--- src/rtl/uart_pkg.sv ---
// Shared UART definitions: receiver state encoding, baud timing for the
// 12 MHz board clock, and the ASCII codes used by the transmit and receive sides.
package uart_pkg;

    localparam int CLKS_PER_BIT_9600_12M = 1250;

    typedef enum logic [2:0] {
        WAIT_IDLE,
        IDLE,
        START,
        DATA,
        STOP
    } rx_state_t;

    localparam logic [7:0] ASCII_0  = 8'h30;
    localparam logic [7:0] ASCII_1  = 8'h31;
    localparam logic [7:0] ASCII_2  = 8'h32;
    localparam logic [7:0] ASCII_3  = 8'h33;
    localparam logic [7:0] ASCII_4  = 8'h34;
    localparam logic [7:0] ASCII_5  = 8'h35;
    localparam logic [7:0] ASCII_6  = 8'h36;
    localparam logic [7:0] ASCII_7  = 8'h37;
    localparam logic [7:0] ASCII_8  = 8'h38;
    localparam logic [7:0] ASCII_9  = 8'h39;
    localparam logic [7:0] ASCII_LF = 8'h0A;
    localparam logic [7:0] ASCII_CR = 8'h0D;

endpackage

--- src/rtl/uart_sync2.sv ---
// Two-flop synchronizer for an asynchronous input that idles high; both
// flops reset to 1 so a quiet line never looks like an edge after reset.
module uart_sync2 (
    input  logic hwclk,
    input  logic reset,
    input  logic d,
    output logic q
);

    logic meta;

    always_ff @(posedge hwclk) begin
        if (reset) begin
            meta <= 1'b1;
            q    <= 1'b1;
        end else begin
            meta <= d;
            q    <= meta;
        end
    end

endmodule

--- src/rtl/uart_rx_8n1.sv ---
// 8N1 UART receiver timed directly off hwclk, presenting each good byte
// on a valid/ack holding register with framing and overrun pulses.
module uart_rx_8n1
    import uart_pkg::*;
#(
    parameter int CLKS_PER_BIT = CLKS_PER_BIT_9600_12M
) (
    input  logic       hwclk,
    input  logic       reset,
    input  logic       rx,
    input  logic       rx_ack,
    output logic [7:0] rx_byte,
    output logic       rx_valid,
    output logic       frame_err,
    output logic       overrun_err,
    output logic       busy
);

    localparam int HALF_BIT = CLKS_PER_BIT / 2;
    localparam int CNT_W    = $clog2(CLKS_PER_BIT);

    localparam logic [CNT_W-1:0] HALF_LAST = CNT_W'(HALF_BIT - 1);
    localparam logic [CNT_W-1:0] BIT_LAST  = CNT_W'(CLKS_PER_BIT - 1);

    logic             rx_s;
    rx_state_t        state;
    logic [CNT_W-1:0] counter;
    logic [2:0]       bit_idx;
    logic [7:0]       shift;

    uart_sync2 u_sync (
        .hwclk (hwclk),
        .reset (reset),
        .d     (rx),
        .q     (rx_s)
    );

    // The ack is applied first so a byte completing on the same edge still
    // leaves rx_valid set; IDLE is re-entered at mid stop bit so a start bit
    // immediately following the stop bit is not missed.
    always_ff @(posedge hwclk) begin
        if (reset) begin
            state       <= WAIT_IDLE;
            counter     <= '0;
            bit_idx     <= 3'd0;
            shift       <= 8'h00;
            rx_byte     <= 8'h00;
            rx_valid    <= 1'b0;
            frame_err   <= 1'b0;
            overrun_err <= 1'b0;
            busy        <= 1'b1;
        end else begin
            frame_err   <= 1'b0;
            overrun_err <= 1'b0;

            if (rx_ack && rx_valid) begin
                rx_valid <= 1'b0;
            end

            case (state)
                WAIT_IDLE: begin
                    if (rx_s) begin
                        state <= IDLE;
                        busy  <= 1'b0;
                    end
                end

                IDLE: begin
                    if (!rx_s) begin
                        state   <= START;
                        counter <= '0;
                        busy    <= 1'b1;
                    end
                end

                START: begin
                    if (counter == HALF_LAST) begin
                        if (rx_s) begin
                            state <= IDLE;
                            busy  <= 1'b0;
                        end else begin
                            state   <= DATA;
                            counter <= '0;
                            bit_idx <= 3'd0;
                        end
                    end else begin
                        counter <= counter + CNT_W'(1);
                    end
                end

                DATA: begin
                    if (counter == BIT_LAST) begin
                        shift[bit_idx] <= rx_s;
                        counter        <= '0;
                        if (bit_idx == 3'd7) begin
                            state <= STOP;
                        end else begin
                            bit_idx <= bit_idx + 3'd1;
                        end
                    end else begin
                        counter <= counter + CNT_W'(1);
                    end
                end

                STOP: begin
                    if (counter == BIT_LAST) begin
                        counter <= '0;
                        if (rx_s) begin
                            rx_byte     <= shift;
                            rx_valid    <= 1'b1;
                            overrun_err <= rx_valid && !rx_ack;
                            state       <= IDLE;
                            busy        <= 1'b0;
                        end else begin
                            frame_err <= 1'b1;
                            state     <= WAIT_IDLE;
                        end
                    end else begin
                        counter <= counter + CNT_W'(1);
                    end
                end

                default: begin
                    state <= WAIT_IDLE;
                    busy  <= 1'b1;
                end
            endcase
        end
    end

endmodule

--- config.mk ---
export PLATFORM = sky130hd
export DESIGN_NAME = uart_rx_8n1
export DESIGN_NICKNAME = d
export VERILOG_FILES = /design/src/rtl/uart_pkg.sv /design/src/rtl/uart_sync2.sv /design/src/rtl/uart_rx_8n1.sv
export SDC_FILE = /design/constraint.sdc
export NUM_CORES = 1
export LEC_CHECK = 0
export CAP_MARGIN = 20
export CORE_ASPECT_RATIO = 1.4
export CORE_MARGIN = 2
export CORE_UTILIZATION = 55
export CTS_CLUSTER_SIZE = 10
export DETAILED_ROUTE_END_ITERATION = 7
export PLACE_DENSITY = 0.85
export SYNTH_ARGS = -nofsm -noshare
export SYNTH_HDL_FRONTEND = slang
export SYNTH_HIERARCHICAL = 1
export SYNTH_SLANG_ARGS = --single-unit
--- constraint.sdc ---
create_clock -name hwclk -period 2.35 [get_ports hwclk]
set_clock_uncertainty 0.1 [all_clocks]
set_input_delay 0.235 -clock hwclk [delete_from_list [all_inputs] [get_ports hwclk]]
set_output_delay 0.235 -clock hwclk [all_outputs]
set_load 0.02 [all_outputs]
==> results of run 1 <==
==> state kept, by name, summed over array words and instances (netlist names) <==
register / flops
counter: 11
rx_byte: 8
shift: 8
bit_idx: 3
state: 3
busy: 1
frame_err: 1
overrun_err: 1
rx_valid: 1
u_sync/meta: 1
u_sync/q: 1
==> area by class of cell <==
type / instances / area share
Timing Repair Buffer: 25 / 0.09961
Inverter: 5 / 0.008301
Clock buffer: 5 / 0.03044
Sequential cell: 39 / 0.3459
Multi-Input combinational cell: 161 / 0.4743
Tap cell: 40 / 0.02214
Clock inverter: 3 / 0.01937
==> final timing paths <==
check               from  endpoint  cells past startpoint
max reg2reg   counter[1]  shift[0]                      8
max           counter[1]  shift[0]                      8
min reg2reg  u_sync/meta  u_sync/q                      1
min          u_sync/meta  u_sync/q                      1
==> per-stage QoR <==
step / instance area, µm² / hold slack, ns / cells / total power, mW / setup slack [ns]
floorplan: 1929 / 0.2321 / 218 / 0.8103 / 0.2286
global placement: 2147 / 0.2885 / 270 / 0.8573 / 0.1869
detailed placement: 2147 / 0.3015 / 270 / 0.8603 / 0.09286
CTS: 2260 / 0.3193 / 278 / 1.421 / 0.06481
global route: 2261 / 0.3436 / 278 / 1.468 / 0.008295
finish: 2261 / 0.3125 / 278 / 1.412 / 0.1600
==> cell families after synthesis <==
group / synth area share
flip-flops: 0.4047
buffers and inverters: 0.03956
XOR/XNOR: 0.01816
AO/OA/AOI/OAI: 0.1388
AND/OR/NAND/NOR: 0.2730
adder cells (fa/ha/maj): 0.03243
multiplexers: 0.09338
==> routing by layer <==
layer | share of wire | global-route usage | vias to the layer above
met1 | 0.44 | 0.2538 | 747
met4 | 0.020 | 0.1000 | 0
li1 | - | - | 805
met2 | 0.50 | 0.3740 | 30
met3 | 0.035 | 0.06024 | 6
met5 | 0 | 0 | -
==> worst register-to-register path, stage by stage (launching register included) <==
cell,delay (ns)
dfxtp_1,0.33
inv_1,0.10
ha_1,0.18
nand4b_2,0.14
nor4b_4,0.30
or3b_4,0.45
nor3_1,0.23
mux2i_1,0.21
nor2_1,0.05
==> what timing repair did <==
| item | 4_1_cts | 5_1_grt |
|---|---|---|
| setup endpoints to repair | 0 | 5 |
| buffers inserted | 0 | 0 |
| gates resized for setup | 0 | 1 |
==> cells in the mapped netlist (2+ instances only) <==
master,n
dfxtp_1,39
nor2_1,32
mux2i_1,18
o21ai_0,12
a21oi_1,11
nand2_1,11
clkbuf_1,8
and3_1,6
nor2b_1,6
a21o_1,5
ha_1,5
inv_1,5
nand3_1,5
nor3_1,5
buf_2,4
nand3b_1,4
nor3b_1,4
a211oi_1,3
a22o_1,3
or2_1,3
xnor2_1,3
nand2b_1,2
nand4_1,2
nor3b_2,2
or3_1,2
==> report_power, final <==
group	switching [mW]	internal, mW	total [mW]
Clock	0.248	0.316	0.564
Combinational	0.0845	0.0698	0.154
Sequential	0.0189	0.675	0.694
Total	0.351	1.06	1.41
==> results.md, run 1 <==
- Leading area contributor after synthesis: dfxtp_1
- Crit path cell chain: inv_1 > ha_1 > nand4b_2 > nor4b_4 > or3b_4 > nor3_1 > mux2i_1 > nor2_1
- Number of routed nets with antenna violations: 0
- Tot GR Track Use: 0.2208
- Wire per inst: 13.81 µm
- Synth area leaders: dfxtp_1, mux2i_1, nor2_1
- Hold Buf Count CTS: 0
- Cell area after synthesis: 1929 µm²
- Worst-margin pin slew: 0.4067 ns
- Maximum capacitance violations: 0
- WP buf/inv: 1
- Clock Path Buffers: 2
- Seq/Total Area, Yosys: 0.4047
- Seq cells post-synth: 39
- Die Ht: 74.08 µm
- PortBufs: 15
- Diodes inserted: 0
- Max stage delay on crit path: 0.45 ns
- Multi-input logic area: 1072 µm²
- Share of cells above drive strength 1: 0.1134
- DR iter-0 viols: 44
- LEAKAGE: 0.9718 nW
- Total Wirelength: 3.840 mm
- Max-slew violation count: 0
- Starting Density: 0.5711
- Gr ovfl total: 0
- DRC: 0
- Final nets: 246
- Mean Syn Cell Area: 8.850 µm²
- Prevailing post-synth register cell: dfxtp_1
- Status: complete, no violations
- Cell family with most CP delay: simple AND/OR/NAND/NOR gates
- Max Fanout on Critical Path: 4
- Asr flop ratio synth: 0
- Syn Inst Count: 218
- Vias per std cell: 5.712
- Vias in the first global route: 1,483
- Die Span X: 54.06 µm
- Crit path kind: register to register
- Worst endpoint required time: 2.43 ns
- Pwr/cell area: 624.6 nW/µm²
- Layout area overhead: 17.19%
- Die area: 4004 µm²
- Worst slew margin relative to its limit: 0.7285
- CTS tree: built
- CTS clk-pin slew, worst paths: 0.08 ns
- Critical path's slowest cell: or3b_4
- Setup TNS: 0 ns
- H-tree depth: 2
- Crit start category: register
- Critical Path AT: 2.27 ns
- Routability cong.: 0.8277
- Most common cell after layout, fill and taps aside: dfxtp_1
- Core area: 3378 µm²
- Top cell type's share of synthesized area: 0.4047
- VDD IR max: 409.1 µV
- Sink Count: 39
- Setup crit end kind: register
- First-pass GRT wire length: 6.423 mm
- Synth Warn #: 6
- I/O Pins: 16
- Worst-Skew Late Latency: 0.30 ns
- Routed vias: 1,588
- Final core utilization: 0.6693
- Commonest non-fill, non-tap cells in the layout: dfxtp_1, nor2_1, mux2i_1, clkdlybuf4s50_1, o21ai_0
- Setup Viol. Count Final: 0
- Synth Net Count: 227
- Root Buffer: clkbuf_8
- FF-to-FF setup slack: 0.16 ns
- Max Clock Freq: 456.6 MHz
- Initial antenna violation count: 0
- Filler Cell Count: 271
- EDFF count, synth: 0
- Placed wire-length estimate: 2.700 mm
- Length of the first detailed-routing pass in iterations: 4
- Tcrit/Tclk final: 0.9319
- Unrepaired setup endpoints after global routing: false
- Core Rows: 25
- Final hold violations: 0
- Reg area: 782.0 µm²
- TritonCTS Buffers: 5
- Worst hold path type: register to register
- Cell variety after synth: 43
- Pin count of the biggest net entering global routing: 27
- Crit path time final: 2.190 ns
Note: power is estimated with default switching activity, not from simulation.
==> run 2: changes to the inputs <==
--- a/config.mk
+++ b/config.mk
@@ -6,12 +6,14 @@
 export NUM_CORES = 1
 export LEC_CHECK = 0
 export CAP_MARGIN = 20
+export CELL_PAD_IN_SITES_DETAIL_PLACEMENT = 1
+export CELL_PAD_IN_SITES_GLOBAL_PLACEMENT = 1
 export CORE_ASPECT_RATIO = 1.4
 export CORE_MARGIN = 2
-export CORE_UTILIZATION = 55
+export CORE_UTILIZATION = 43
 export CTS_CLUSTER_SIZE = 10
 export DETAILED_ROUTE_END_ITERATION = 7
-export PLACE_DENSITY = 0.85
+export PLACE_DENSITY = 0.86
 export SYNTH_ARGS = -nofsm -noshare
 export SYNTH_HDL_FRONTEND = slang
 export SYNTH_HIERARCHICAL = 1
==> results.md, run 2 (synthesis results as in run 1) <==
- Wire per inst: 14.92 µm (+8.0%)
- Commonest non-fill, non-tap cells in the layout: dfxtp_1, nor2_1, mux2i_1, clkdlybuf4s50_1, o21ai_0
- Gr ovfl total: 0 (unchanged)
- Crit path kind: register to register
- # Post-CTS Setup Buffers: 0 (unchanged)
- Worst-margin pin slew: 0.4092 ns (+0.002555 ns)
- Crit start category: register
- Layout area overhead: 18.94%
- TritonCTS Buffers: 5 (unchanged)
- Die area: 5046 µm² (+26%)
- Max Fanout on Critical Path: 4 (unchanged)
- Worst hold path type: register to register
- Routed vias: 1,639 (+3.2%)
- Diodes inserted: 0 (unchanged)
- WHS: 0.3174 ns (+0.004931 ns)
- H-tree depth: 2 (unchanged)
- Pwr/cell area: 618.9 nW/µm² (-0.91%)
- Core Rows: 28 (+12%)
- Root Buffer: clkbuf_8
- Global routing usage on met2: 0.3196 (-0.05434)
- Most Crowded Layer GR: met2
- Total Wirelength: 4.447 mm (+16%)
- Final hold violations: 0 (unchanged)
- Vias per std cell: 5.500 (-3.7%)
- Worst endpoint required time: 2.44 ns (about the same)
- Critical path's slowest cell: or3b_4
- Tcrit/Tclk final: 0.9152 (-0.01674)
- Hold Buf Count CTS: 0 (unchanged)
- Largest reg by FF count: counter
- Max Clock Freq: 465.0 MHz (+1.8%)
- Vias in the first global route: 1,661 (+12%)
- CTS tree: built
- Maximum capacitance violations: 0 (unchanged)
- Share of cells above drive strength 1: 0.1218 (+0.008403)
- Starting Density: 0.4514 (-0.1197)
- Die Span X: 60.61 µm (+12%)
- Reg2reg path depth: 8 (unchanged)
- Placed wire-length estimate: 3.084 mm (+14%)
- Largest regs: counter x11, rx_byte x8, shift x8
- Switching Share: 0.2542 (+0.005729)
- Status: complete, no violations
- Initial antenna violation count: 0 (unchanged)
- Die Ht: 83.26 µm (+12%)
- PortBufs: 15 (unchanged)
- Tot GR Track Use: 0.1935 (-0.02728)
- Setup Viol. Count Final: 0 (unchanged)
- Crit path cell chain: inv_1 > ha_1 > nand4b_2 > nor4b_4 > or3b_4 > nor3b_2 > mux2i_1 > nor2_1
- Internal: 1.059 mW (-0.19%)
- Sequential power share: 0.491 (about the same)
- CTS clk-pin slew, worst paths: 0.08 ns (about the same)
- Number of routed nets with antenna violations: 0 (unchanged)
- LEAKAGE: 0.9761 nW (+0.45%)
- Length of the first detailed-routing pass in iterations: 4 (unchanged)
- Worst-Skew Late Latency: 0.30 ns (about the same)
- Sw Pwr: 0.3610 mW (+2.9%)
- Crit path time final: 2.151 ns (-0.03934 ns)
- DRC: 0 (unchanged)
- Setup TNS: 0 ns (unchanged)
- Pin count of the biggest net entering global routing: 29 (+7.4%)
- Met1 usage: 0.2372 (-0.01655)
- Combinational Power Share: 0.107 (-0.002)
- Critical Path AT: 2.24 ns (-0.03 ns)
- Setup crit end kind: register
- Hold depth: 1 (unchanged)
- Routability cong.: 0.8191 (-1.0%)
- Met3 Use GR: 0.04673 (-0.01351)
- Clock Path Buffers: 2 (unchanged)
- I/O Pins: 16 (unchanged)
- Final nets: 246 (unchanged)
- Most common cell after layout, fill and taps aside: dfxtp_1
- Sink Count: 39 (unchanged)
- First-pass GRT wire length: 7.603 mm (+18%)
- DR iter-0 viols: 54 (+23%)
- Unrepaired setup endpoints after global routing: false
- VDD IR max: 394.1 µV (-3.7%)
- Max-slew violation count: 0 (unchanged)
- Worst slew margin relative to its limit: 0.7268 (-0.001706)
- Number of flip-flops in the largest register: 11 (unchanged)
- Core area: 4274 µm² (+27%)
- Max stage delay on crit path: 0.45 ns (about the same)
- PostCTS Resize Cnt: 0 (unchanged)
- Clock power share: 0.402 (+0.003)
-- run 2: cell counts in the layout (fill, tap and decap cells not counted) --
Identical to the previous run, type by type.
-- run 2: power by group through the flow --
stage          Clock (mW)  Combinational (mW)  Sequential, mW
4_1_cts             0.586               0.153           0.697
5_1_grt             0.616               0.173           0.700
2_1_floorplan           0               0.106           0.705
3_3_place_gp            0               0.147           0.711
3_5_place_dp            0               0.152           0.712
6_report            0.570               0.152           0.698
-- run 2: per-layer routing --
metal / vias to the layer above / wire (µm)
li1: 799 / -
met1: 803 / 1960
met2: 30 / 2282
met3: 7 / 122
met4: 0 / 82
met5: - / 0
-- run 2: critical path, delay by kind of cell (launching register included) --
family,cells,cell delay (ns)
fa+ha+maj,1,0.16
buf+inv,1,0.10
flops,1,0.34
mux,1,0.21
simple gates,5,1.12
-- run 2: final cells by class --
| class | count | area [µm²] |
|---|---|---|
| Fill cell | 508 | 1979 |
| Multi-Input combinational cell | 161 | 1081 |
| Sequential cell | 39 | 782.0 |
| Timing Repair Buffer | 25 | 225.2 |
| Tap cell | 60 | 75.07 |
| Clock buffer | 5 | 68.82 |
| Clock inverter | 3 | 43.79 |
| Inverter | 5 | 18.77 |
-- run 2: metrics by stage --
step	area, µm²	power, mW	instances	util	setup slack [ns]
CTS	2285	1.435	298	0.5345	0.09273
global placement	2172	0.8580	290	0.5082	0.1855
floorplan	1929	0.8103	218	-	0.2286
finish	2295	1.420	298	0.5369	0.1993
global route	2295	1.489	298	0.5369	0.03422
detailed placement	2172	0.8634	290	0.5082	0.1068
-- run 2: worst paths after layout --
check	start	to	slack, ns
hold reg to reg	u_sync/meta	u_sync/q	0.32
setup reg to reg	counter[1]	shift[4]	0.20
hold / removal	u_sync/meta	u_sync/q	0.32
setup / recovery	counter[1]	shift[4]	0.20
